<file path="src/rtl/switch_debounce.sv">
// Switch conditioner: synchronises a raw pin, then qualifies level changes over i_en ticks.
// Define DEBOUNCE_TOGGLE_EN to add the press-to-toggle output o_toggle.
module switch_debounce #(
    parameter int unsigned SYNC_STAGES  = 2,
    parameter int unsigned STABLE_TICKS = 16,
    localparam int unsigned CNT_W = $clog2(STABLE_TICKS + 1)
) (
    input  logic clk,
    input  logic rst_n,
    input  logic i_en,
    input  logic i_sw,
    output logic o_sw,
    output logic o_rise,
    output logic o_fall,
    output logic o_busy
`ifdef DEBOUNCE_TOGGLE_EN
    ,
    output logic o_toggle
`endif
);

    typedef enum logic [1:0] {
        StLowStable,
        StLowQual,
        StHighStable,
        StHighQual
    } state_e;

    localparam logic [CNT_W-1:0] CntLast = CNT_W'(STABLE_TICKS - 1);

    logic [SYNC_STAGES-1:0] sync_q;
    logic                   s;
    state_e                 state_q;
    logic [CNT_W-1:0]       cnt_q;
    logic                   sw_q;
    logic                   rise_q;
    logic                   fall_q;
    logic                   busy_q;

    always_ff @(posedge clk) begin
        if (!rst_n) begin
            sync_q <= '0;
        end else begin
            sync_q <= {sync_q[SYNC_STAGES-2:0], i_sw};
        end
    end

    assign s = sync_q[SYNC_STAGES-1];

    // A revert of s is tested before the terminal tick, so it wins a same-cycle race.
    always_ff @(posedge clk) begin
        if (!rst_n) begin
            state_q <= StLowStable;
            cnt_q   <= '0;
            sw_q    <= 1'b0;
            rise_q  <= 1'b0;
            fall_q  <= 1'b0;
            busy_q  <= 1'b0;
        end else begin
            rise_q <= 1'b0;
            fall_q <= 1'b0;
            case (state_q)
                StLowStable: begin
                    if (s) begin
                        state_q <= StLowQual;
                        cnt_q   <= '0;
                        busy_q  <= 1'b1;
                    end
                end
                StLowQual: begin
                    if (!s) begin
                        state_q <= StLowStable;
                        cnt_q   <= '0;
                        busy_q  <= 1'b0;
                    end else if (i_en) begin
                        if (cnt_q == CntLast) begin
                            state_q <= StHighStable;
                            cnt_q   <= '0;
                            sw_q    <= 1'b1;
                            rise_q  <= 1'b1;
                            busy_q  <= 1'b0;
                        end else begin
                            cnt_q <= cnt_q + CNT_W'(1);
                        end
                    end
                end
                StHighStable: begin
                    if (!s) begin
                        state_q <= StHighQual;
                        cnt_q   <= '0;
                        busy_q  <= 1'b1;
                    end
                end
                StHighQual: begin
                    if (s) begin
                        state_q <= StHighStable;
                        cnt_q   <= '0;
                        busy_q  <= 1'b0;
                    end else if (i_en) begin
                        if (cnt_q == CntLast) begin
                            state_q <= StLowStable;
                            cnt_q   <= '0;
                            sw_q    <= 1'b0;
                            fall_q  <= 1'b1;
                            busy_q  <= 1'b0;
                        end else begin
                            cnt_q <= cnt_q + CNT_W'(1);
                        end
                    end
                end
                default: begin
                    state_q <= StLowStable;
                    cnt_q   <= '0;
                    sw_q    <= 1'b0;
                    busy_q  <= 1'b0;
                end
            endcase
        end
    end

    assign o_sw   = sw_q;
    assign o_rise = rise_q;
    assign o_fall = fall_q;
    assign o_busy = busy_q;

`ifdef DEBOUNCE_TOGGLE_EN
    logic toggle_q;

    always_ff @(posedge clk) begin
        if (!rst_n) begin
            toggle_q <= 1'b0;
        end else if (rise_q) begin
            toggle_q <= ~toggle_q;
        end
    end

    assign o_toggle = toggle_q;
`endif

endmodule
</file>
<file path="config.mk">
export PLATFORM = sky130hd
export DESIGN_NAME = switch_debounce
export DESIGN_NICKNAME = d
export VERILOG_FILES = /design/src/rtl/switch_debounce.sv
export SDC_FILE = /design/constraint.sdc
export NUM_CORES = 1
export LEC_CHECK = 0
export ABC_AREA = 0
export BUFFER_PORTS_ARGS = -buffer_cell sky130_fd_sc_hd__buf_2
export CORE_ASPECT_RATIO = 0.9
export CORE_MARGIN = 2
export CORE_UTILIZATION = 30
export CTS_CLUSTER_SIZE = 25
export DETAILED_ROUTE_END_ITERATION = 6
export SYNTH_ARGS = -nofsm -noshare
export SYNTH_HDL_FRONTEND = slang
export SYNTH_SLANG_ARGS = --single-unit
</file>
<file path="constraint.sdc">
create_clock -name clk -period 1.2 [get_ports clk]
set_input_delay 0.12 -clock clk [delete_from_list [all_inputs] [get_ports clk]]
set_output_delay 0.12 -clock clk [all_outputs]
set_load 0.005 [all_outputs]
</file>
======== Yosys cells after proc, flatten, opt, wreduce, memory -nomap -nowiden ========
Cells that the tools add are included.
cells by class
  bitwise logic cells ..................... 2
  muxes and demuxes ....................... 32
  add/subtract/negate cells ............... 1
  reductions and logical operators ........ 7
  equality and inequality tests ........... 16
operator list
  kind                   number
  $mux W5                6
  $pmux W5 S4            1
  $mux W2                8
  $ne A2 B2 Y1 const B   8
  $mux W1                14
  $ne A3 B3 Y1 const B   4
  $pmux W2 S4            1
  $reduce_and A7 Y1      1
  $reduce_and A6 Y1      1
  $add A5 B1 Y5 const B  1
  $eq A5 B4 Y1 const B   1
  $eq A2 B2 Y1 const B   2
  $pmux W1 S4            1
  $reduce_and A3 Y1      1
  $reduce_or A3 Y1       1
  $eq A2 B1 Y1 const B   1
  $logic_not A2 Y1       1
  $not A1 Y1             2
  $pmux W1 S2            1
  $reduce_and A2 Y1      1
  $reduce_bool A2 Y1     1
storage, ports and cells
  output and inout bits ................... 4
  bits of input ports ..................... 4
  register bits after elaboration ......... 13
  word-level logic and storage cells ...... 65

======== Logic depth before layout (Yosys ltp) ========
  depth in word-level cells ............... 5
  mapped depth ............................ 5
  mapped depth without buffers ............ 5

======== Worst setup path before layout ========
Ideal clock, no wire load.
  kind .................................... register to register
  from .................................... reg sync_q[1]
  to ...................................... reg cnt_q[4]
  library setup time ...................... 115 ps
  clock period less this slack ............ 1223 ps
  buffers on the path ..................... 1
  stages on the path, launching flop included .. 6
  data arrival time ....................... 1107 ps
  required time ........................... 1085 ps
  path slack .............................. -23 ps
  path through ............................ dfxtp_1 > buf_2 > xor2_2 > and2_1 > a21o_1 > and3_1
on the way
  cells in the longest elaborated chain, start to end .. 2
  elaborated cells on any way between the ends .. 6
  those cells by class .................... 2 x eq/ne; 3 x mux; 1 x reduce/logical
RTL lines
  element                                                  line  source
  start, declared                                          31    logic [SYNC_STAGES-1:0] sync_q;
  start signal, assigned                                   44    sync_q <= {sync_q[SYNC_STAGES-2:0], i_sw};
  $mux W5, or another cell as far along                    95    if (s) begin
  $pmux W5 S4 / $reduce_and A2 Y1 (equally long branches)  -
  end signal, assigned                                     83    cnt_q <= cnt_q + CNT_W'(1);
  end signal, assigned                                     107   cnt_q <= cnt_q + CNT_W'(1);
  end, declared                                            34    logic [CNT_W-1:0] cnt_q;
Parallel ways exist; a longest one is shown, timed or not.
A chain may end at the register's enable or synchronous reset.

======== Final worst setup path ========
  from .................................... reg cnt_q[0]
  to ...................................... reg fall_q, in the netlist o_fall
on the way
  cells in the longest elaborated chain, start to end .. 3
RTL lines
  element               line  source
  $eq A5 B4 Y1          100   if (cnt_q == CntLast) begin
  $mux W1               100
  $mux W1               99    end else if (i_en) begin
  end signal, assigned  57    fall_q <= 1'b0;
  end signal, assigned  61    fall_q <= 1'b0;
  end signal, assigned  104   fall_q <= 1'b1;
  end, declared         37    logic fall_q;
No other way between the ends.

==> results list <==
* Row cnt: 15
- The signal on the critical path passes through ha_4 -> nand4_1 -> nor2_2 -> nand2_2 -> nor3b_2.
* Vias in the first global route: 464
- At the worst endpoint, the required time is 1.41 ns.
- Worst skew pair latency: 0.28 ns
- From synthesis to final layout, the design area changed by 38.6%.
- Actual slew at the worst max-slew pin: 0.220 ns
- Prior to clock tree synthesis, the placed netlist has a worst setup slack of -0.0768 ns.
- Deepest level of the CTS H-tree: 1
* Max-slew violation total from the final report: 0
- Count of unresolved DRC violations after routing: 0
* Cell count after synthesis: 62
- Buffers inserted during clock tree synthesis total 3.
* Residual overflow from global routing: 0
- Setup violations remaining at the end of the flow were counted as 2.
- After synthesis, the mean cell area works out to 9.57 sq um.
- In the final design database the tool counted 88 nets.
- Boundary pin count: 8
- Register area share after synthesis: 43.9%
- CP bufs+invs: 0
- Violated checks: setup timing
* Syn_nets: 67
- IR analysis of the VDD net gives a maximum drop of 0.578 mV.
- The floorplan step defined a die boundary enclosing 2350 sq um.
* Post-synth EDFFs: 0
- In the routed layout, each cell is associated on average with a via count of 4.71.
- Post-synthesis instance area: 593 sq um
- STA classifies the critical path endpoint as a flip-flop.
- For this configuration, the core starts out at a cell density of 31.3%.
* Maximum number of pins on one net before global-route repair: 12
- Summing internal, switching and leakage power gives 0.771 mW.
- Clock tree buffer depth: 2
- Total of flip-flops plus latches after synthesis: 13
- Post-synth top flop: sky130_fd_sc_hd__dfxtp_1
- In this run, distinct cell masters in the synthesized netlist total 29.
* Antenna violations before repair: 0
* Core outline area: 1900 sq um
- CTS root buf: sky130_fd_sc_hd__clkbuf_4
* Largest fanout of any net on the critical path: 5
- The number of antenna diodes in the final layout is 0.
- Max-cap violations in this run came to 0.
- Static Leakage: 0.323 nW
* Status: complete, but fails checks
* Routability congestion estimate: 0.796
* Post-CTS clock slew at the launch and capture registers of the worst setup and hold paths: 0.08 ns
* Largest delay share family, worst path: simple AND/OR/NAND/NOR gates
* Total negative slack for setup checks: -0.0103 ns
- The path class of the tightest hold or removal check is primary input to flip-flop.
- Global-route wire length before repair: 1970 microns
* Core occupancy in the finished layout: 43.4%
* Final critical-path share of the clock period: 100%
- Dividing total power by cell area gives a power density of 937 nW/um^2.
* Clock tree from TritonCTS: built
- Category of the worst setup path launch point: flip-flop
* Delay contributed by the slowest stage of the critical path: 0.36 ns
- Routed Antenna Nets: 0
* Clock sink count: 13
- After the first detailed-routing iteration, the DRC count stood at 3.
* Final critical path time including I/O delays and setup: 1.21 ns
* Worst setup slack after layout: -0.00529 ns
- In this run the tightest slew margin relative to its limit is 85.1%.
- STA puts the critical path data arrival time at 1.42 ns.
- DR pass1 iterations: 3
- For this run, the total global-route usage over all layers was measured as 12.1%.
- Die height: 46.2 microns
- Among all stages on the critical path, the largest delay is contributed by sky130_fd_sc_hd__dfxtp_2.
- F_max: 0.830 GHz
* Count of final hold-check violations: 0
- Final HPWL from detailed placement: 861 microns
- Async set-reset flop share out of synthesis: 0%
* Total via count in the routed design: 504
- In the final layout, the share of cells above drive strength 1 is 47.6%.
- For this run, the number of Yosys warnings is 0.
- In the final routed layout, each cell accounts on average for 10.9 microns.
- Between clock sinks in the finished design, the worst skew comes to 0.00590 ns.
* Unrepaired setup endpoints after global routing: true
- Drt total wl: 1170 microns
- The die is 50.9 microns wide.
- During placement, the flow inserted port buffers numbering 7.
- By startpoint and endpoint, the worst setup path is classified as flip-flop to flip-flop.
-- cells in the mapped netlist, types with 2 or more instances --
library cell	count	area (sq um)
sky130_fd_sc_hd__and2_1	5	31.3
sky130_fd_sc_hd__and3_1	2	12.5
sky130_fd_sc_hd__o21ai_0	3	15.0
sky130_fd_sc_hd__o22ai_1	2	12.5
sky130_fd_sc_hd__nand2_1	7	26.3
sky130_fd_sc_hd__nand2b_1	2	12.5
sky130_fd_sc_hd__mux2i_1	2	20.0
sky130_fd_sc_hd__a21oi_1	2	10.0
sky130_fd_sc_hd__nor2_1	4	15.0
sky130_fd_sc_hd__dfxtp_1	13	260
sky130_fd_sc_hd__nor3b_1	2	15.0
-- path summary, 6_finish.rpt --
check / startpoint / end / slack [ns] / cells after the start
setup / recovery: cnt_q[0] / o_fall / -0.005 / 5
hold reg to reg: sync_q[0] / sync_q[1] / 0.44 / 1
setup reg to reg: cnt_q[0] / o_fall / -0.005 / 5
hold / removal: i_sw / sync_q[0] / 0.04 / 2
-- power breakdown --
group | total, mW | leakage, nW | internal [mW] | switching (mW)
sequential | 0.442 | 0.108 | 0.437 | 0.00544
clock | 0.268 | 0.0177 | 0.124 | 0.145
combinational | 0.0599 | 0.197 | 0.0299 | 0.0300
total | 0.771 | 0.323 | 0.590 | 0.180
-- stage by stage --
| stage | hold slack [ns] | cells | area, sq um |
|---|---|---|---|
| 6_report | 0.0424 | 107 | 822 |
| 5_1_grt | 0.0416 | 107 | 822 |
| 4_1_cts | 0.0337 | 106 | 800 |
| 3_5_place_dp | 0.331 | 102 | 731 |
| 3_3_place_gp | 0.328 | 102 | 731 |
| 2_1_floorplan | 0.247 | 62 | 598 |
-- sequential cells by signal, indices dropped and copies added, names as in the netlist, named ones only --
signal,count
o_fall,1
state_q,1
o_rise,1
o_sw,1
o_busy,1
sync_q,2
cnt_q,5
-- cells by family (layout without fill, tap and decap cells) --
family | count (synthesis) | in the layout | share of synthesized area (%)
simple gates | 23 | 23 | 20.0
compound gates | 17 | 17 | 22.8
flops | 13 | 13 | 43.9
xor+xnor | 3 | 3 | 5.70
buf+inv | 3 | 23 | 2.11
mux | 2 | 2 | 3.38
fa+ha+maj | 1 | 1 | 2.11
-- placed cells by master (no fill, tap or decap) --
cell type	instances
sky130_fd_sc_hd__nor2_2	1
sky130_fd_sc_hd__xor2_4	1
sky130_fd_sc_hd__clkinv_2	1
sky130_fd_sc_hd__a41oi_1	1
sky130_fd_sc_hd__a21o_1	1
sky130_fd_sc_hd__and3_4	1
sky130_fd_sc_hd__a21oi_1	2
sky130_fd_sc_hd__nor3b_2	2
sky130_fd_sc_hd__and3_1	1
sky130_fd_sc_hd__o311ai_1	1
sky130_fd_sc_hd__nand2_1	6
sky130_fd_sc_hd__and2_4	1
sky130_fd_sc_hd__xnor2_2	1
sky130_fd_sc_hd__a21oi_2	1
sky130_fd_sc_hd__inv_1	1
sky130_fd_sc_hd__and2_1	4
sky130_fd_sc_hd__nand2_2	1
sky130_fd_sc_hd__buf_2	7
sky130_fd_sc_hd__o22ai_1	2
sky130_fd_sc_hd__nand4_1	1
sky130_fd_sc_hd__dfxtp_4	1
sky130_fd_sc_hd__o21a_4	1
sky130_fd_sc_hd__buf_4	11
sky130_fd_sc_hd__xor2_1	1
sky130_fd_sc_hd__clkbuf_4	3
sky130_fd_sc_hd__dfxtp_2	3
sky130_fd_sc_hd__mux2i_1	2
sky130_fd_sc_hd__a21boi_1	1
sky130_fd_sc_hd__nand2b_1	2
sky130_fd_sc_hd__a311oi_2	1
sky130_fd_sc_hd__o21bai_1	1
sky130_fd_sc_hd__ha_4	1
sky130_fd_sc_hd__dfxtp_1	9
sky130_fd_sc_hd__o21ai_2	1
sky130_fd_sc_hd__o21ai_1	3
sky130_fd_sc_hd__nor2_1	3
sky130_fd_sc_hd__a41o_1	1
-- per-layer routing --
metal | GRT usage (%) | vias to the layer above | wire [microns]
met5 | 0 | - | 0
met4 | 4.32 | 0 | 0
met3 | 6.82 | 0 | 65
met2 | 18.7 | 10 | 533
met1 | 14.1 | 236 | 565
li1 | - | 258 | -
-- worst register-to-register path, stage by stage (launching register included) --
cell and delay, ns:
sky130_fd_sc_hd__dfxtp_2 0.36, sky130_fd_sc_hd__ha_4 0.13, sky130_fd_sc_hd__nand4_1 0.19, sky130_fd_sc_hd__nor2_2 0.21, sky130_fd_sc_hd__nand2_2 0.10, sky130_fd_sc_hd__nor3b_2 0.16
-- what timing repair did --
action,4_1_cts,5_1_grt
hold endpoints to repair,0,0
gates resized for setup,11,7
setup endpoints to repair,8,11
pin swaps,5,9
setup buffers,0,1
hold buffers,0,0
-- layout make-up --
type	count	area, sq um
sequential	13	268
clock inverter	1	5.00
tap	25	31.3
fill	188	1070
timing repair buffer	18	118
clock buffer	3	22.5
inverter	1	3.75
multi-input combinational	46	374
(Power assumes the default switching activity.)
